**src/rtl/nco_wave.sv**
```systemverilog
// Multi-mode NCO: phase accumulator with a handshaked tuning word that is applied
// only at a phase wrap, hard sync, or while stopped, followed by a registered wave shaper.
module nco_wave #(
  parameter int unsigned     ACC_W      = 16,
  parameter int unsigned     OUT_W      = 8,
  parameter logic [ACC_W-1:0] TW_INIT    = ACC_W'(1) << (ACC_W - OUT_W),
  parameter logic [ACC_W-1:0] PHASE_INIT = '0
) (
  input  logic             clk,
  input  logic             rst_n,
  input  logic             next,
  input  logic [ACC_W-1:0] tw,
  input  logic             tw_valid,
  output logic             tw_ready,
  input  logic [1:0]       mode,
  input  logic [OUT_W-1:0] duty,
  input  logic             sync,
  output logic [OUT_W-1:0] wave,
  output logic             wrap
);

  localparam logic [1:0] MODE_SAW_UP   = 2'd0;
  localparam logic [1:0] MODE_SAW_DOWN = 2'd1;
  localparam logic [1:0] MODE_TRIANGLE = 2'd2;
  localparam logic [1:0] MODE_SQUARE   = 2'd3;

  logic [ACC_W-1:0] acc_q, acc_d;
  logic [ACC_W-1:0] tw_active_q, tw_active_d;
  logic [ACC_W-1:0] pend_tw_q, pend_tw_d;
  logic             pend_vld_q, pend_vld_d;
  logic             tw_ready_q, tw_ready_d;
  logic [OUT_W-1:0] wave_q, wave_d;
  logic             wrap_q, wrap_d;

  logic [ACC_W:0]   sum;
  logic             accept;
  logic             load;
  logic [OUT_W-1:0] p;
  logic [OUT_W:0]   q;

  // Phase step, tuning handshake and shaper; all decisions use the new phase value.
  always_comb begin
    acc_d       = acc_q;
    wrap_d      = 1'b0;
    tw_active_d = tw_active_q;
    pend_tw_d   = pend_tw_q;
    pend_vld_d  = pend_vld_q;
    tw_ready_d  = tw_ready_q;
    wave_d      = wave_q;

    sum = {1'b0, acc_q} + {1'b0, tw_active_q};
    if (sync) begin
      acc_d = PHASE_INIT;
    end else if (next) begin
      acc_d  = sum[ACC_W-1:0];
      wrap_d = sum[ACC_W];
    end

    // A stopped oscillator (tw_active == 0) would never wrap, so it loads immediately.
    accept = tw_valid && tw_ready_q;
    load   = pend_vld_q && (wrap_d || sync || (tw_active_q == '0));
    if (load) begin
      tw_active_d = pend_tw_q;
    end
    if (accept) begin
      pend_tw_d = tw;
    end
    pend_vld_d = accept || (pend_vld_q && !load);
    tw_ready_d = !pend_vld_q && !accept;

    p = acc_d[ACC_W-1 -: OUT_W];
    q = acc_d[ACC_W-1 -: OUT_W+1];
    case (mode)
      MODE_SAW_UP:   wave_d = p;
      MODE_SAW_DOWN: wave_d = ~p;
      MODE_TRIANGLE: wave_d = q[OUT_W] ? ~q[OUT_W-1:0] : q[OUT_W-1:0];
      MODE_SQUARE:   wave_d = (p < duty) ? '1 : '0;
      default:       wave_d = p;
    endcase
  end

  always_ff @(posedge clk) begin
    if (!rst_n) begin
      acc_q       <= PHASE_INIT;
      tw_active_q <= TW_INIT;
      pend_tw_q   <= '0;
      pend_vld_q  <= 1'b0;
      tw_ready_q  <= 1'b0;
      wave_q      <= '0;
      wrap_q      <= 1'b0;
    end else begin
      acc_q       <= acc_d;
      tw_active_q <= tw_active_d;
      pend_tw_q   <= pend_tw_d;
      pend_vld_q  <= pend_vld_d;
      tw_ready_q  <= tw_ready_d;
      wave_q      <= wave_d;
      wrap_q      <= wrap_d;
    end
  end

  assign wave     = wave_q;
  assign wrap     = wrap_q;
  assign tw_ready = tw_ready_q;

endmodule

```
**config.mk**
```make
export PLATFORM = sky130hd
export DESIGN_NAME = nco_wave
export DESIGN_NICKNAME = d
export VERILOG_FILES = /design/src/rtl/nco_wave.sv
export SDC_FILE = /design/constraint.sdc
export NUM_CORES = 1
export LEC_CHECK = 0
export ABC_AREA = 1
export BUFFER_PORTS_ARGS = -buffer_cell sky130_fd_sc_hd__clkbuf_2
export CORE_MARGIN = 5
export CORE_UTILIZATION = 55
export CTS_CLUSTER_SIZE = 8
export DETAILED_ROUTE_END_ITERATION = 6
export GPL_TIMING_DRIVEN = 0
export HOLD_SLACK_MARGIN = 0.08
export PLACE_DENSITY = 0.76
export SYNTH_ARGS = -nofsm -noshare
export SYNTH_HDL_FRONTEND = slang
export SYNTH_SLANG_ARGS = --single-unit
```
**constraint.sdc**
```tcl
create_clock -name clk -period 5.5 [get_ports clk]
set_input_delay 0.55 -clock clk [delete_from_list [all_inputs] [get_ports clk]]
set_output_delay 0.55 -clock clk [all_outputs]
set_load 0.01 [all_outputs]
```
; ---- Yosys cells after proc, flatten, opt, wreduce, memory -nomap -nowiden
; Cells that the tools add are included.
[totals]
inputBits = 31
output_inout_bits = 10
word_cells = 36
register_bits = 59
[op_classes]
n_mux = 7
order_cmp = 1
addsub = 1
eq_ne = 3
bitwise = 3
reduce_logical = 13
[ops]
columns = cell, n
row1 = $mux W16, 2
row2 = $pmux W8 S4, 1
row3 = $add A16 B16 Y17, 1
row4 = $logic_not A16 Y1, 1
row5 = $mux W8, 2
row6 = $not A8 Y8, 2
row7 = $lt A8 B8 Y1, 1
row8 = $eq A2 B2 Y1 const B, 2
row9 = $logic_and A1 B1 Y1, 4
row10 = $logic_not A1 Y1, 3
row11 = $logic_or A1 B1 Y1, 3
row12 = $eq A2 B1 Y1 const B, 1
row13 = $logic_not A2 Y1, 1
row14 = $mux W1, 2
row15 = $reduce_or A2 Y1, 1
row16 = $not A1 Y1, 1

; ---- Logic depth before layout (Yosys ltp)
; Gate-level depths: netlist of run 1.
[logic_depth]
word_depth = 9
depth_mapped = 21
ltp_nobuf = 21

; ---- Worst setup path after synthesis of run 1
; OpenSTA, ideal clock, no wires.
[synth_timing]
kind = reg-to-reg
startpoint = reg acc_q[0]
endpoint = reg wave_q[7], in the netlist wave[7]
stages_incl_launch_ff = 22
path_slack_ns = 2.547
path_buffers = 0
period_less_slack_ns = 2.953
required_time_ns = 5.442
setup_ns = 0.058
t_arrival_ns = 2.894
path_cell_list = dfxtp_1 > ha_1 > fa_1 > nand2_1 > nand2_1 > and2_1 > nand2_1 > nand2_1 > nand3_1 > nand2_1 > nand2_1 > nand3_1 > nand2_1 > inv_1 > ha_1 > nand2_1 > nor2_1 > a2111oi_0 > nand2_2 > nand2_1 > nand2_1 > nand2_1
[synth_via]
elab_chain_cells = 6
word_cells_on_any_way = 9
cone_classes = add/sub: 1 / order compare: 1 / mux: 5 / bitwise: 2
[synth_rtl]
columns = element, line_no
row1 = "start, declared", 27  ; logic [ACC_W-1:0] acc_q, acc_d;
row2 = "start signal, assigned", 84  ; acc_q <= PHASE_INIT;
row3 = "start signal, assigned", 92  ; acc_q <= acc_d;
row4 = $add A16 B16 Y17 *, 51  ; sum = {1'b0, acc_q} + {1'b0, tw_active_q};
row5 = $mux W16 *, 54  ; end else if (next) begin
row6 = $mux W16 *, 52  ; if (sync) begin
row7 = named net acc_d[14], 27
row8 = $lt A8 B8 Y1 / $not A8 Y8 (equally long branches), "77, 76"
row9 = "$mux W8, on equally long branches", "77, 76"
row10 = $pmux W8 S4 *, 73  ; case (mode)
row11 = "end signal, assigned", 97  ; wave_q <= wave_d;
row12 = "end, declared", 32  ; logic [OUT_W-1:0] wave_q, wave_d;
; Mark *: on every way through the listed nets, which the timed path passes. The rest lies on a longest branch.
; A chain may end at the register's enable or synchronous reset.

; ---- Worst setup path in the final report of run 1
[layout_timing]
startpoint = reg tw_active_q[0]
endpoint = reg wave_q[4], in the netlist wave[4]
[layout_via]
elab_chain_cells = 6
word_cells_on_any_way = 9
cone_classes = add/sub: 1 / order compare: 1 / mux: 5 / bitwise: 2
[layout_rtl]
columns = element, line_no
row1 = "start, declared", 28  ; logic [ACC_W-1:0] tw_active_q, tw_active_d;
row2 = "start signal, assigned", 93  ; tw_active_q <= tw_active_d;
row3 = $add A16 B16 Y17, 51
row4 = $mux W16, 54
row5 = $mux W16, 52
row6 = named net acc_d[14], 27
row7 = $lt A8 B8 Y1, 77  ; MODE_SQUARE: wave_d = (p < duty) ? '1 : '0;
row8 = $mux W8, 77
row9 = $pmux W8 S4, 73
; The timed path passes the listed nets, and every way through them passes these cells.

==> results of run 1 <==
per-stage QoR:
| step | setup WS, ns | util | total power [mW] | area (um^2) |
|---|---|---|---|---|
| finish | 2.00 | 0.644 | 1.05 | 4090 |
| global route | 1.71 | 0.644 | 1.11 | 4090 |
| CTS | 2.03 | 0.644 | 1.06 | 4090 |
| detailed placement | 2.06 | 0.610 | 0.627 | 3870 |
| global placement | 2.12 | 0.610 | 0.622 | 3870 |
| floorplan | 2.55 | - | 0.580 | 3580 |
power by group:
part	leakage [nW]	switching, mW	internal [mW]	total (mW)
registers	0.483	0.0125	0.450	0.462
logic	1.63	0.0990	0.0582	0.157
clock network	0.103	0.178	0.256	0.434
flip-flops by register name, summed over array words and instances (netlist names):
signal       flops
acc_q           16
pend_tw_q       16
pend_vld_q       1
tw_active_q     16
tw_ready         1
wave             8
wrap             1
area by class of cell:
type,count,area [um^2],area share
clock inverters,6,88.8,0.0217
inverters,73,277,0.0676
plain buffers,12,58.8,0.0144
well taps,77,96.3,0.0236
repair buffers,38,190,0.0465
multi-input cells,406,2070,0.506
flip-flops and latches,59,1180,0.289
clock buffers,10,128,0.0312
per-layer routing:
metal | track usage | share of wire
met1 | 0.291 | 0.48
met2 | 0.354 | 0.46
met3 | 0.0425 | 0.042
met4 | 0.0670 | 0.016
met5 | 0 | 0
worst min-delay path, cell delays in order:
cell	delay, ns
clkbuf_2	0.07
o21ai_0	0.07
nor2_1	0.07
kinds of logic after synthesis:
family                     count (synthesis)  share of synthesized area
AOI/OAI and AO/OA                         72                      0.105
xor gates and xnor gates                   6                     0.0147
adders and majority gates                 24                     0.0859
buffers and inverters                     85                     0.0935
DFF                                       59                      0.329
and+or+nand+nor                          304                      0.371
path summary, 6_finish.rpt:
check	to	slack, ns
worst min-delay path	pend_tw_q[12]	0.46
worst min register to register	acc_q[0]	0.47
worst max-delay path	wave[4]	2.00
worst max register to register	wave[4]	2.00
layout by cell type, fill, tap and decap left out, types with 2 or more instances in the layout:
| master | instances |
|---|---|
| nor2_1 | 117 |
| nand2_1 | 110 |
| inv_1 | 66 |
| dfxtp_1 | 59 |
| o21ai_0 | 43 |
| nand3_1 | 39 |
| clkbuf_2 | 39 |
| a21oi_1 | 23 |
| ha_1 | 23 |
| nand2_2 | 13 |
| clkbuf_1 | 9 |
| clkbuf_8 | 9 |
| xor2_1 | 5 |
| inv_2 | 4 |
| nand4_1 | 4 |
| nor3_1 | 4 |
| nor4_1 | 4 |
| nand3_2 | 3 |
| a21oi_2 | 2 |
| nand2_4 | 2 |
| nor2_2 | 2 |
| clkinv_1 | 2 |
| clkinvlp_4 | 2 |
| bufinv_16 | 2 |
==> results_dict.tcl, run 1 <==
set metrics [dict create \
    status "finished clean" \
    critical_path_buf_inv_count 2 \
    synth_top_area_frac 0.329 \
    wire_per_inst_um 12.5 \
    synthTopCellsByArea "dfxtp_1, nor2_1, nand2_1" \
    hold_slack_ns 0.461 \
    hold_violations 0 \
    cp_max_fo 8 \
    grt_max_degree 12 \
    fin_tns_setup_ns 0 \
    grt_pass1_wl_mm 15.1 \
    peakVddDrop_v 0.000219 \
    r2r_cells 21 \
    first_pass_iters 4 \
    path_cells "ha_1, fa_1, nand2_1, nand2_1, and2_1, nand2_1, nand2_1, nand3_1, nand2_1, nand2_1, nand3_1, nand2_1, inv_1, ha_1, a21oi_1, nor2_1, a2111oi_0, nand2_2, nand3_1, nand2_1, inv_1" \
    maxSlewHeadroom 0.624 \
    slew_viol_final 0 \
    clk_latency_ns 0.34 \
    leakagePower_nw 2.22 \
    startpoint_type "flop" \
    pin_count 41 \
    drc 0 \
    worstHoldStart "tw[12]" \
    num_antenna_cells 0 \
    tightest_slew_ns 0.562 \
    end_kind "flop" \
    grt_pass1_vias 3373 \
    ctsHoldBuffers 0 \
    syn2layout_area_growth_pct 14.0 \
    critPathLaunch "tw_active_q[0]" \
    drive_gt1_frac 0.144 \
    worstReg2RegStart "tw_active_q[0]" \
    grt_usage 0.218 \
    synth-edff-count 0 \
    drv_cap 0 \
    post_cts_resize_count 0 \
    cp_slowest_stage_delay_ns 0.45 \
    critical_path.top_delay_family "simple AND/OR/NAND/NOR gates" \
    cts_num_sinks 59 \
    rsz0062_at_grt "false" \
    netlist_instances 550 \
    powerDensity_mw_per_mm2 258 \
    ys_ff_latch 59 \
    yosysMostFrequentCell "nor2_1" \
    synth_top_area_cell "dfxtp_1" \
    antenna_found_initial 0 \
    layout.cells.non_filler 681 \
    cts.clk_slew.worst_paths_ns 0.07 \
    cp_common_cell "nand2_1" \
    syn_area_mm2 0.00358 \
    cts.htree.levels 3 \
    start_util 0.565 \
    dp.cells 665 \
    required_ns 5.78 \
    hold_depth 3 \
    synthFlopType "dfxtp_1" \
    hpwl_mm 6.59 \
    root_buffer "clkbuf_8" \
    min_period_ns 3.50 \
    cts_tree "done" \
    drt_iter0_markers 204 \
    min_period_over_period 0.637 \
    max_freq_mhz 286 \
    worstSetupPathType "reg -> reg" \
    finalSetupViolCount 0 \
    slowest_stage "fa_1" \
    cts_setup_buffers 0 \
    avgViaCountPerCell 5.20 \
    dieArea_mm2 0.00823 \
    hp-class "in -> reg" \
    place.gp.congestion 0.960 \
    die_x_um 90.7 \
    cp.depth 21 \
    rows 29 \
    synth.distinct_cells 37 \
    vias 3541 \
    worstPathArrival_ns 3.78 \
    cts-buffers-inserted 9 \
    clockBufferDepth 2 \
    grt_overflow 0 \
    yosys_warnings 0 \
    ys_seq_area_frac 0.329 \
    num-fill-cells 569 \
    async_flop_share 0 \
    ys_top_cells_by_count "nor2_1, nand2_1, inv_1" \
    fin_skew_ns 0.0129 \
    layout.nets 654 \
    postSynthAreaPerCell_um2 6.52 \
    numPortBuffers 38 \
    synth_fp_nets 605 \
    ant_nets 0 \
    fp.dieH_um 90.7 \
    wl_mm 8.49 \
    coreArea_mm2 0.00635 \
]
No activity file was read; power rests on OpenSTA's default activity.
==> run 2, diff against run 1 <==
--- a/config.mk
+++ b/config.mk
@@ -8,7 +8,7 @@
 export ABC_AREA = 1
 export BUFFER_PORTS_ARGS = -buffer_cell sky130_fd_sc_hd__clkbuf_2
 export CORE_MARGIN = 5
-export CORE_UTILIZATION = 55
+export CORE_UTILIZATION = 53
 export CTS_CLUSTER_SIZE = 8
 export DETAILED_ROUTE_END_ITERATION = 6
 export GPL_TIMING_DRIVEN = 0
==> constraint.sdc (replaced) <==
create_clock -name clk -period 3.2 [get_ports clk]
set_input_delay 0.32 -clock clk [delete_from_list [all_inputs] [get_ports clk]]
set_output_delay 0.32 -clock clk [all_outputs]
set_load 0.01 [all_outputs]
==> run 2 against run 1 <==
Effect of this change:
- register-to-register slack got worse by 1.8 ns
- cell count up 0.73%
- fmax increased by 16%
- power grew 73%
- count of clock-buffer cells in the layout fell by 1
- routed wire length grew 1.3%
- sequential share of layout area down 0.64 points
- first-iteration DRC count grew 33%
- sequential power grew 72%
- global-route usage down 0.70 points
- core utilization down 1.6 points
==> results_dict.tcl, run 2 (same netlist as run 1, synthesis figures left out) <==
set metrics [dict create \
    status "finished clean" \
    first_pass_iters 5 \
    hold_violations 0 \
    ant_nets 0 \
    rows 30 \
    avgViaCountPerCell 5.16 \
    powerDensity_mw_per_mm2 434 \
    end_kind "flop" \
    min_period_over_period 0.945 \
    drive_gt1_frac 0.183 \
    num_antenna_cells 0 \
    reg.largest.list "acc_q (16), pend_tw_q (16), tw_active_q (16)" \
    tightest_slew_ns 0.562 \
    antenna_found_initial 0 \
    slew_viol_final 0 \
    wire_per_inst_um 12.5 \
    cts_num_sinks 59 \
    fp.dieH_um 92.2 \
    dieArea_mm2 0.00851 \
    clk_latency_ns 0.34 \
    startpoint_type "flop" \
    wl_mm 8.60 \
    coreArea_mm2 0.00668 \
    layout.cells.non_filler 686 \
    max_freq_mhz 331 \
    hp-class "in -> reg" \
    p_switching_mw 0.507 \
    layout.nets 656 \
    cts_tree "done" \
    min_period_ns 3.02 \
    vias 3543 \
    grt_overflow 0 \
    ctsHoldBuffers 0 \
    start_util 0.537 \
    num-fill-cells 641 \
    fin_tns_setup_ns 0 \
    worstSetupPathType "reg -> reg" \
    syn2layout_area_growth_pct 17.0 \
    seqPwrFrac 0.437 \
    drc 0 \
    layout_common_cells "nor2_1, nand2_1, inv_1, dfxtp_1, o21ai_0" \
    cts.clk_slew.worst_paths_ns 0.07 \
    worstPathArrival_ns 3.31 \
    place_ws_ns -0.325 \
    power.internal_mw 1.31 \
    final_common_cell "nor2_1" \
    power_mw 1.82 \
    power_frac_comb 0.153 \
    cts-buffers-inserted 9 \
    finalWorstSetupSlack_ns 0.177 \
    grt_pass1_wl_mm 14.5 \
    peakVddDrop_v 0.000359 \
    required_ns 3.49 \
    utilization 0.628 \
    drt_iter0_markers 271 \
    clkPwrFrac 0.411 \
    cp_max_fo 8 \
    grt_pass1_vias 3291 \
    root_buffer "clkbuf_8" \
    multiInputGateArea_mm2 0.00215 \
    hpwl_mm 6.61 \
    drv_cap 0 \
    leakagePower_nw 2.25 \
    dp.cells 668 \
    swShare 0.278 \
    seq_area_mm2 0.00118 \
    place.gp.congestion 0.935 \
    cts.htree.levels 3 \
    clockBufferDepth 2 \
    die_x_um 92.2 \
    finalSetupViolCount 0 \
    grt_max_degree 12 \
    fin_skew_ns 0.0103 \
    maxSlewHeadroom 0.624 \
    grt_usage 0.211 \
    numPortBuffers 38 \
    pin_count 41 \
]
-- run 2: what timing repair did --
item                                   CTS  global route
resized for setup                        7            16
endpoints found under the hold margin    0             0
pin swaps                                3             7
setup endpoints to repair                8             8
buffers inserted                         2             0
-- run 2: area by class of cell --
class,instances,area share
inverter,73,0.0659
clock buffer,9,0.0295
buffer,12,0.0140
sequential,59,0.283
multi-input combinational,406,0.513
tap,80,0.0239
clock inverter,7,0.0221
timing repair buffer,40,0.0489
-- run 2: worst paths after layout --
check                 startpoint              to  slack [ns]  cells after the start
setup / recovery  tw_active_q[0]         wave[4]        0.18                     20
hold / removal            tw[14]   pend_tw_q[14]        0.22                      3
setup reg to reg  tw_active_q[0]         wave[4]        0.18                     20
hold reg to reg     pend_tw_q[8]  tw_active_q[8]        0.46                      2
-- run 2: worst max-delay path, cell delays in order (launching register included) --
cell	delay (ns)
dfxtp_2	0.34
ha_4	0.17
fa_2	0.35
nand2_2	0.07
nand2_1	0.06
and2_4	0.15
nand2_1	0.07
nand2_2	0.08
nand3_2	0.09
nand3_1	0.12
nand3_2	0.12
nand2_2	0.07
inv_1	0.10
ha_4	0.21
nand2_1	0.08
nor2_1	0.05
a2111oi_2	0.39
nand2_2	0.21
nand3_2	0.09
nand2_1	0.06
inv_1	0.06
-- run 2: power groups by stage --
stage | Clock, mW | Sequential [mW] | Combinational [mW]
2_1_floorplan | 0 | 0.810 | 0.188
3_3_place_gp | 0 | 0.809 | 0.258
3_5_place_dp | 0 | 0.811 | 0.265
4_1_cts | 0.757 | 0.794 | 0.271
5_1_grt | 0.794 | 0.799 | 0.318
6_report | 0.748 | 0.795 | 0.278
-- run 2: per-layer routing --
layer | track usage | wire (um) | part of all wire
met1 | 0.267 | 4110 | 0.48
met2 | 0.353 | 3970 | 0.46
met3 | 0.0353 | 386 | 0.045
met4 | 0.0916 | 134 | 0.016
met5 | 0 | 0 | 0
-- run 2: through the flow --
stage	hold WS (ns)	cell area, um^2
after floorplan	0.430	3580
after global placement	0.445	3870
after detailed placement	0.445	3870
after CTS	0.212	4130
after global routing	0.215	4190
final	0.219	4190
